==> src/rtl/sha256_link_ctrl.sv <==
// sha256_link_ctrl: collects 64 UART bytes into a SHA-256 block, starts the core, streams the digest back.
// Optional partial-block idle timeout is compiled in with `define SHA_CTRL_TIMEOUT_EN.
module sha256_link_ctrl #(
    parameter int unsigned BLOCK_BYTES    = 64,
    parameter int unsigned DIGEST_BYTES   = 32,
    parameter int unsigned TIMEOUT_CYCLES = 1_000_000
) (
    input  logic         clk,
    input  logic         rst,
    input  logic         rx_valid,
    input  logic [7:0]   rx_data,
    output logic         core_start,
    output logic [511:0] core_block,
    input  logic         core_done,
    input  logic [255:0] core_digest,
    output logic         tx_start,
    output logic [7:0]   tx_data,
    input  logic         tx_done,
    output logic         busy,
    output logic         err_overrun,
    output logic         err_timeout
);

    typedef enum logic [2:0] {
        S_COLLECT,
        S_START,
        S_WAIT_CORE,
        S_SEND,
        S_SEND_WAIT
    } state_t;

    localparam logic [6:0] LAST_BYTE = 7'(BLOCK_BYTES - 1);
    localparam logic [4:0] LAST_TX   = 5'(DIGEST_BYTES - 1);

    state_t         r_state;
    logic [6:0]     r_byte_cnt;
    logic [4:0]     r_tx_idx;
    logic [511:0]   r_block;
    logic [255:0]   r_digest;
    logic           r_core_start;
    logic           r_tx_start;
    logic [7:0]     r_tx_data;
    logic           r_busy;
    logic           r_err_overrun;

    logic           w_expire;
    logic [6:0]     w_cnt;
    logic [8:0]     w_rx_msb;
    logic [7:0]     w_tx_msb;
    logic [7:0]     w_tx_byte;

    // Block and digest widths are fixed by the core; the idle counter is 20 bits.
    if (BLOCK_BYTES != 64 || DIGEST_BYTES != 32 ||
        TIMEOUT_CYCLES == 0 || TIMEOUT_CYCLES > 1048575) begin : g_bad_cfg
        $error("sha256_link_ctrl: unsupported parameter set");
    end

    // An expiring partial block makes the concurrent byte land in slot 0.
    assign w_cnt     = w_expire ? 7'd0 : r_byte_cnt;
    assign w_rx_msb  = 9'd511 - {w_cnt[5:0], 3'b000};
    assign w_tx_msb  = 8'd255 - {r_tx_idx, 3'b000};
    assign w_tx_byte = r_digest[w_tx_msb -: 8];

`ifdef SHA_CTRL_TIMEOUT_EN
    localparam logic [19:0] IDLE_LIMIT = 20'(TIMEOUT_CYCLES);

    logic [19:0] r_idle;
    logic        r_err_timeout;

    assign w_expire = (r_state == S_COLLECT) && (r_byte_cnt != 7'd0) &&
                      (r_idle == IDLE_LIMIT);

    always_ff @(posedge clk) begin
        if (rst) begin
            r_idle        <= '0;
            r_err_timeout <= 1'b0;
        end else begin
            if (w_expire) begin
                r_err_timeout <= 1'b1;
            end
            if (rx_valid || w_expire || r_state != S_COLLECT ||
                r_byte_cnt == 7'd0) begin
                r_idle <= '0;
            end else begin
                r_idle <= r_idle + 20'd1;
            end
        end
    end

    assign err_timeout = r_err_timeout;
`else
    assign w_expire    = 1'b0;
    assign err_timeout = 1'b0;
`endif

    always_ff @(posedge clk) begin
        if (rst) begin
            r_state       <= S_COLLECT;
            r_byte_cnt    <= '0;
            r_tx_idx      <= '0;
            r_block       <= '0;
            r_digest      <= '0;
            r_core_start  <= 1'b0;
            r_tx_start    <= 1'b0;
            r_tx_data     <= '0;
            r_busy        <= 1'b0;
            r_err_overrun <= 1'b0;
        end else begin
            r_core_start <= 1'b0;
            r_tx_start   <= 1'b0;
            if (rx_valid && r_state != S_COLLECT) begin
                r_err_overrun <= 1'b1;
            end
            unique case (r_state)
                S_COLLECT: begin
                    if (rx_valid) begin
                        r_block[w_rx_msb -: 8] <= rx_data;
                        r_byte_cnt             <= w_cnt + 7'd1;
                        if (w_cnt == LAST_BYTE) begin
                            r_state      <= S_START;
                            r_core_start <= 1'b1;
                            r_busy       <= 1'b1;
                        end
                    end else if (w_expire) begin
                        r_byte_cnt <= 7'd0;
                    end
                end
                S_START: begin
                    r_state <= S_WAIT_CORE;
                end
                S_WAIT_CORE: begin
                    if (core_done) begin
                        r_digest <= core_digest;
                        r_tx_idx <= '0;
                        r_state  <= S_SEND;
                    end
                end
                S_SEND: begin
                    r_tx_data  <= w_tx_byte;
                    r_tx_start <= 1'b1;
                    r_state    <= S_SEND_WAIT;
                end
                S_SEND_WAIT: begin
                    if (tx_done) begin
                        r_tx_idx <= r_tx_idx + 5'd1;
                        if (r_tx_idx == LAST_TX) begin
                            r_state    <= S_COLLECT;
                            r_byte_cnt <= '0;
                            r_busy     <= 1'b0;
                        end else begin
                            r_state <= S_SEND;
                        end
                    end
                end
                default: begin
                    r_state <= S_COLLECT;
                    r_busy  <= 1'b0;
                end
            endcase
        end
    end

    assign core_start  = r_core_start;
    assign core_block  = r_block;
    assign tx_start    = r_tx_start;
    assign tx_data     = r_tx_data;
    assign busy        = r_busy;
    assign err_overrun = r_err_overrun;

endmodule

==> config.mk <==
export PLATFORM = sky130hd
export DESIGN_NAME = sha256_link_ctrl
export DESIGN_NICKNAME = d
export VERILOG_FILES = /design/src/rtl/sha256_link_ctrl.sv
export SDC_FILE = /design/constraint.sdc
export NUM_CORES = 2
export LEC_CHECK = 0
export CORE_AREA = 2 2 309 311
export DETAILED_ROUTE_END_ITERATION = 8
export DIE_AREA = 0 0 311 313
export SLEW_MARGIN = 20
export SYNTH_ARGS = -nofsm -noshare
export SYNTH_HDL_FRONTEND = slang
export SYNTH_SLANG_ARGS = --single-unit
export TNS_END_PERCENT = 5
==> constraint.sdc <==
create_clock -name clk -period 7.4 [get_ports clk]
set_input_delay 1.11 -clock clk [delete_from_list [all_inputs] [get_ports clk]]
set_output_delay 1.11 -clock clk [all_outputs]
set_load 0.01 [all_outputs]
== Word level (Yosys, flattened, before mapping) ==
Cells that the tools add are included.

* Flip-flop bits (word level): 795
* Bits of input ports: 269
* Output and inout bits: 525
* Logic and storage cells: 66

* Add/subtract/negate cells: 5
* Eq/ne operators: 11
* Shift operators: 3
* Muxes and demuxes: 21
* Bitwise gates (word level): 3
* Reductions and logical operators: 13

{| class="wikitable"
|+ Operators with widths
! operator !! count
|-
| $shift A8 B11 Y519 const A || 1
|-
| $shiftx A8 B11 Y519 || 1
|-
| $bwmux W512 || 1
|-
| $shiftx A263 B9 Y8 || 1
|-
| $mux W7 || 3
|-
| $pmux W3 S5 || 1
|-
| $pmux W7 S2 || 1
|-
| $mux W3 || 4
|-
| $neg A9 Y11 || 1
|-
| $mux W5 || 2
|-
| $ne A2 B2 Y1 const B || 5
|-
| $pmux W5 S2 || 1
|-
| $sub A9 B9 Y9 const A || 1
|-
| $reduce_and A4 Y1 || 2
|-
| $sub A8 B8 Y8 const A || 1
|-
| $add A7 B1 Y7 const B || 1
|-
| $eq A7 B6 Y1 const B || 1
|-
| $eq A3 B2 Y1 const B || 2
|-
| $mux W1 || 6
|-
| $reduce_or A3 Y1 || 2
|-
| $add A5 B1 Y5 const B || 1
|-
| $eq A5 B5 Y1 const B || 1
|-
| $reduce_and A5 Y1 || 1
|-
| $reduce_and A2 Y1 || 2
|-
| other kinds (10) || 13
|}

== Longest topological paths before layout ==
* Depth after elaboration: 4
* Gate-level depth with buffers: 11
* Mapped depth without buffers: 8

== Least setup slack after synthesis ==
No wires, ideal clock.

* Path kind: reg-to-reg
* Start point: register r_byte_cnt[0]
* End point: register r_block[414] (netlist: core_block[414])
* Setup time: 128 ps
* Arrival: 2462 ps
* Setup slack: 4810 ps
* Stages on the path, launching flop included: 12
* Buffers on the path: 4
* Clock period less this slack: 2590 ps
* Path through: dfxtp_1 -> buf_2 -> buf_1 -> clkbuf_1 -> inv_1 -> ha_1 -> and3_1 -> nand3_1 -> clkbuf_1 -> nor2_1 -> a21oi_1 -> nor2_1

* Cells in the longest elaborated chain, start to end: 4

{| class="wikitable"
|+ RTL lines
! what !! RTL line !! source
|-
| start: declaration || 36 || <nowiki>logic [6:0] r_byte_cnt;</nowiki>
|-
| start signal: assignment || 118 || <nowiki>r_byte_cnt <= w_cnt + 7'd1;</nowiki>
|-
| $sub A9 B9 Y9 * || 60 || <nowiki>assign w_rx_msb = 9'd511 - {w_cnt[5:0], 3'b000};</nowiki>
|-
| $neg A9 Y11 * || 117 || <nowiki>r_block[w_rx_msb -: 8] <= rx_data;</nowiki>
|-
| $shiftx A8 B11 Y519 or $shift A8 B11 Y519 (tied branches) || 117 ||
|-
| $bwmux W512 * || 117 ||
|-
| end signal: indexed assignment || 117 ||
|-
| end: declaration || 38 || <nowiki>logic [511:0] r_block;</nowiki>
|}

Every way passes the cells marked *; elsewhere a longest branch is shown, timed or not.
A chain may end at the register's enable or synchronous reset.

== Worst setup path after layout ==
* Start point: register r_tx_idx[0]
* End point: register r_tx_data[7] (netlist: tx_data[7])

* Cells in the longest elaborated chain, start to end: 2

{| class="wikitable"
|+ RTL lines
! what !! RTL line !! source
|-
| start: declaration || 37 || <nowiki>logic [4:0] r_tx_idx;</nowiki>
|-
| start signal: assignment || 145 || <nowiki>r_tx_idx <= r_tx_idx + 5'd1;</nowiki>
|-
| $sub A8 B8 Y8 || 61 || <nowiki>assign w_tx_msb = 8'd255 - {r_tx_idx, 3'b000};</nowiki>
|-
| $shiftx A263 B9 Y8 || 62 || <nowiki>assign w_tx_byte = r_digest[w_tx_msb -: 8];</nowiki>
|-
| end signal: assignment || 139 || <nowiki>r_tx_data <= w_tx_byte;</nowiki>
|-
| end: declaration || 42 || <nowiki>logic [7:0] r_tx_data;</nowiki>
|}

No other way between the ends.

==> out/results.ini <==
[pwr]
ir_drop_mv=0.185
leakage_nw=14.7
powerDensity_nw_per_um2=218

[yosys]
synthCells=3900
synth_seq_cells=795
synth_warnings=0
synthDistinctLibCells=57
synth_simple_gate_area_frac=0.238
synth_edf_count=0
synth_compound_area_frac=0.133
yosys.area_share.xor_xnor=0.00224
ys_seq_area_frac=0.509
synth_nets=4176
synth_top_family_by_area=simple AND/OR/NAND/NOR gates
ys_async_sr_fraction=0
syn_area_per_cell_um2=8.02
synth_fa_ha_area_frac=0.00280
synthFlopType=dfxtp_1
syn_area_um2=31300
synthMuxAreaShare=0.0726

[timing]
fin_worst_skew_ps=34.6
timing.final.hold_violations=0
relSlewSlack=0.225
rsz0062_at_grt=no
worstMarginPinSlew_ps=1160
setup_tns_ps=0
fin_crit_ps=3530
slew_viol_final=0
holdWs_ps=449
fmax_mhz=283
finalSetupViolations=0
period_share=0.477

[routing]
met1Wirelength_mm=51.8
wl_met2_mm=61.2
dr_wl_met3_mm=11.1
drt_iter0_drc=2402
wl_per_cell_um=21.9
firstDrtPassIters=5
vias=29100
ant_nets=0
drc=0
routed_wl_mm=128
routed.top_layer=met5
routed_via_density=4.98

[clock_network]
postCtsHoldBufs=0
h-tree-depth=3
post_cts_resized=0
clk_pin_slew_worst_paths_ps=60
post_cts_buffers=0
cts_tree=done
clk_latency_ps=680
root_buffer=clkbuf_16
cts_max_path_buffers=3
numCtsBuffers=92
cts.sinks=795

[setup_path]
path_class=register to register
cp.arrival_ps=4040
cp.required_ps=7910
path_buf_inv=1
cp_cell_sequence=buf_4 -> mux2_2 -> a222oi_1 -> nand4_1 -> a31oi_1 -> nor3_1
cpMaxStageDelayCell=dfxtp_4
startpoint_type=register
worstSetupEndpointType=register
path_max_fanout=52
cp_top_family=flip-flops
cpPeakStageDelay_ps=910

[global_route]
grt_max_degree=225
grt_pass1_vias=28000
antenna_found_initial=7
grt_usage=0.253
grt_pass1_wl_mm=188
grt_overflow=0

[placed_design]
io_buffers=792
dp_cells=5687
place.gp.congestion=0.871
dpl.hpwl_mm=89.1

[job]
drv_cap=0

[floorplanning]
initial_core_util=0.332
num_rows=113
io_pins=794
die-area_um2=97300
die_h_um=313
die_w_um=311
coreArea_um2=94200

[layout]
layoutNonFillerInstCount=5852
fill_cells=9356
drive_above_1_share=0.0528
final_nets=4792
syn2layout_area_growth_pct=37.2

[outcome]
status=complete, no violations

[min_path]
hp-class=register to register

worst reg2reg max path: cells and delay by family, from the launching register on:
family | cells | cell delay (ps)
mux | 1 | 470
compound gates | 2 | 820
simple gates | 2 | 240
buf+inv | 1 | 930
flops | 1 | 910
cell usage after synthesis (all sizes together) (4+ instances only):
master / number / area share
a211oi: 7 / 0.0028
a21oi: 708 / 0.11
a22oi: 57 / 0.014
and2: 7 / 0.0015
and3: 15 / 0.0030
and3b: 5 / 0.0014
and4: 9 / 0.0025
and4b: 11 / 0.0035
buf: 96 / 0.018
clkbuf: 205 / 0.025
dfxtp: 795 / 0.51
ha: 7 / 0.0028
inv: 4 / 0.00048
mux2: 8 / 0.0029
mux2i: 209 / 0.067
mux4: 4 / 0.0029
nand2: 680 / 0.082
nand2b: 6 / 0.0012
nand3: 114 / 0.019
nand4: 19 / 0.0038
nor2: 827 / 0.099
nor2b: 19 / 0.0038
nor3: 38 / 0.0061
nor3b: 5 / 0.0015
nor4b: 6 / 0.0037
nor4bb: 4 / 0.0013
or4: 7 / 0.0017
xor2: 6 / 0.0017
placed cells by master, fill, tap and decap left out, drive strengths merged, types with 9 or more instances in the layout:
cell type / synthesis / final
nor2b: 19 / 19
and4b: 11 / 11
nor3: 38 / 38
buf: 96 / 39
and3: 15 / 15
nand3: 114 / 114
clkbuf: 205 / 133
mux2i: 209 / 209
nor2: 827 / 827
clkdlybuf4s50: 0 / 784
a21oi: 708 / 708
nand4: 19 / 19
and4: 9 / 9
dfxtp: 795 / 795
clkinv: 0 / 18
a22oi: 57 / 57
nand2: 680 / 680
logic make-up (layout without fill, tap and decap cells):
family,after synthesis,after routing
buffers and inverters,305,990
multiplexers,221,221
other,1,3
adder cells (fa/ha/maj),7,7
AND/OR/NAND/NOR,1780,1780
flip-flops,795,795
AO/OA/AOI/OAI,783,783
XOR/XNOR,8,8
area by class of cell:
| class | instances | area (µm²) | share of cell area |
|---|---|---|---|
| repair buffers | 823 | 8190 | 0.191 |
| diodes | 2 | 5.00 | 0.000117 |
| flip-flops and latches | 795 | 15900 | 0.371 |
| multi-input cells | 2800 | 14100 | 0.328 |
| clock buffers | 133 | 2660 | 0.0619 |
| clock inverters | 30 | 437 | 0.0102 |
| inverters | 4 | 15.0 | 0.000350 |
| well taps | 1265 | 1580 | 0.0369 |
stage by stage:
stage               setup slack (ps)  power (mW)  area [µm²]  utilization
floorplan                       4810        4.52       31300            -
global placement                3630        4.78       39800        0.423
detailed placement              3560        4.78       39800        0.423
CTS                             3880        9.45       42900        0.456
global route                    3660        9.64       42900        0.456
finish                          3870        9.37       42900        0.456
worst paths after layout:
check / start / to / slack (ps) / depth (start not counted)
max reg2reg: r_tx_idx[0] / tx_data[7] / 3870 / 6
max: r_tx_idx[0] / tx_data[7] / 3870 / 6
min reg2reg: r_digest[159] / r_digest[159] / 450 / 2
min: r_digest[159] / r_digest[159] / 450 / 2
sequential cells by signal, summed over array words and instances (netlist names):
register / count
tx_data: 8
r_byte_cnt: 7
core_start: 1
busy: 1
r_tx_idx: 5
r_digest: 256
core_block: 512
err_overrun: 1
r_state: 3
tx_start: 1
power breakdown:
group	switching [mW]	internal, mW	total (mW)	leakage, nW
combinational	0.235	0.162	0.396	6.79
sequential	0.00589	4.28	4.29	6.40
clock	1.90	2.78	4.68	1.52
total	2.14	7.22	9.36	14.7
metal layers:
metal  track usage  vias up
met5             0        -
met4        0.0940        4
met3        0.0797      184
met2         0.426     1000
met1         0.303    13700
li1              -    14200
No activity file was read; power rests on OpenSTA's default activity.
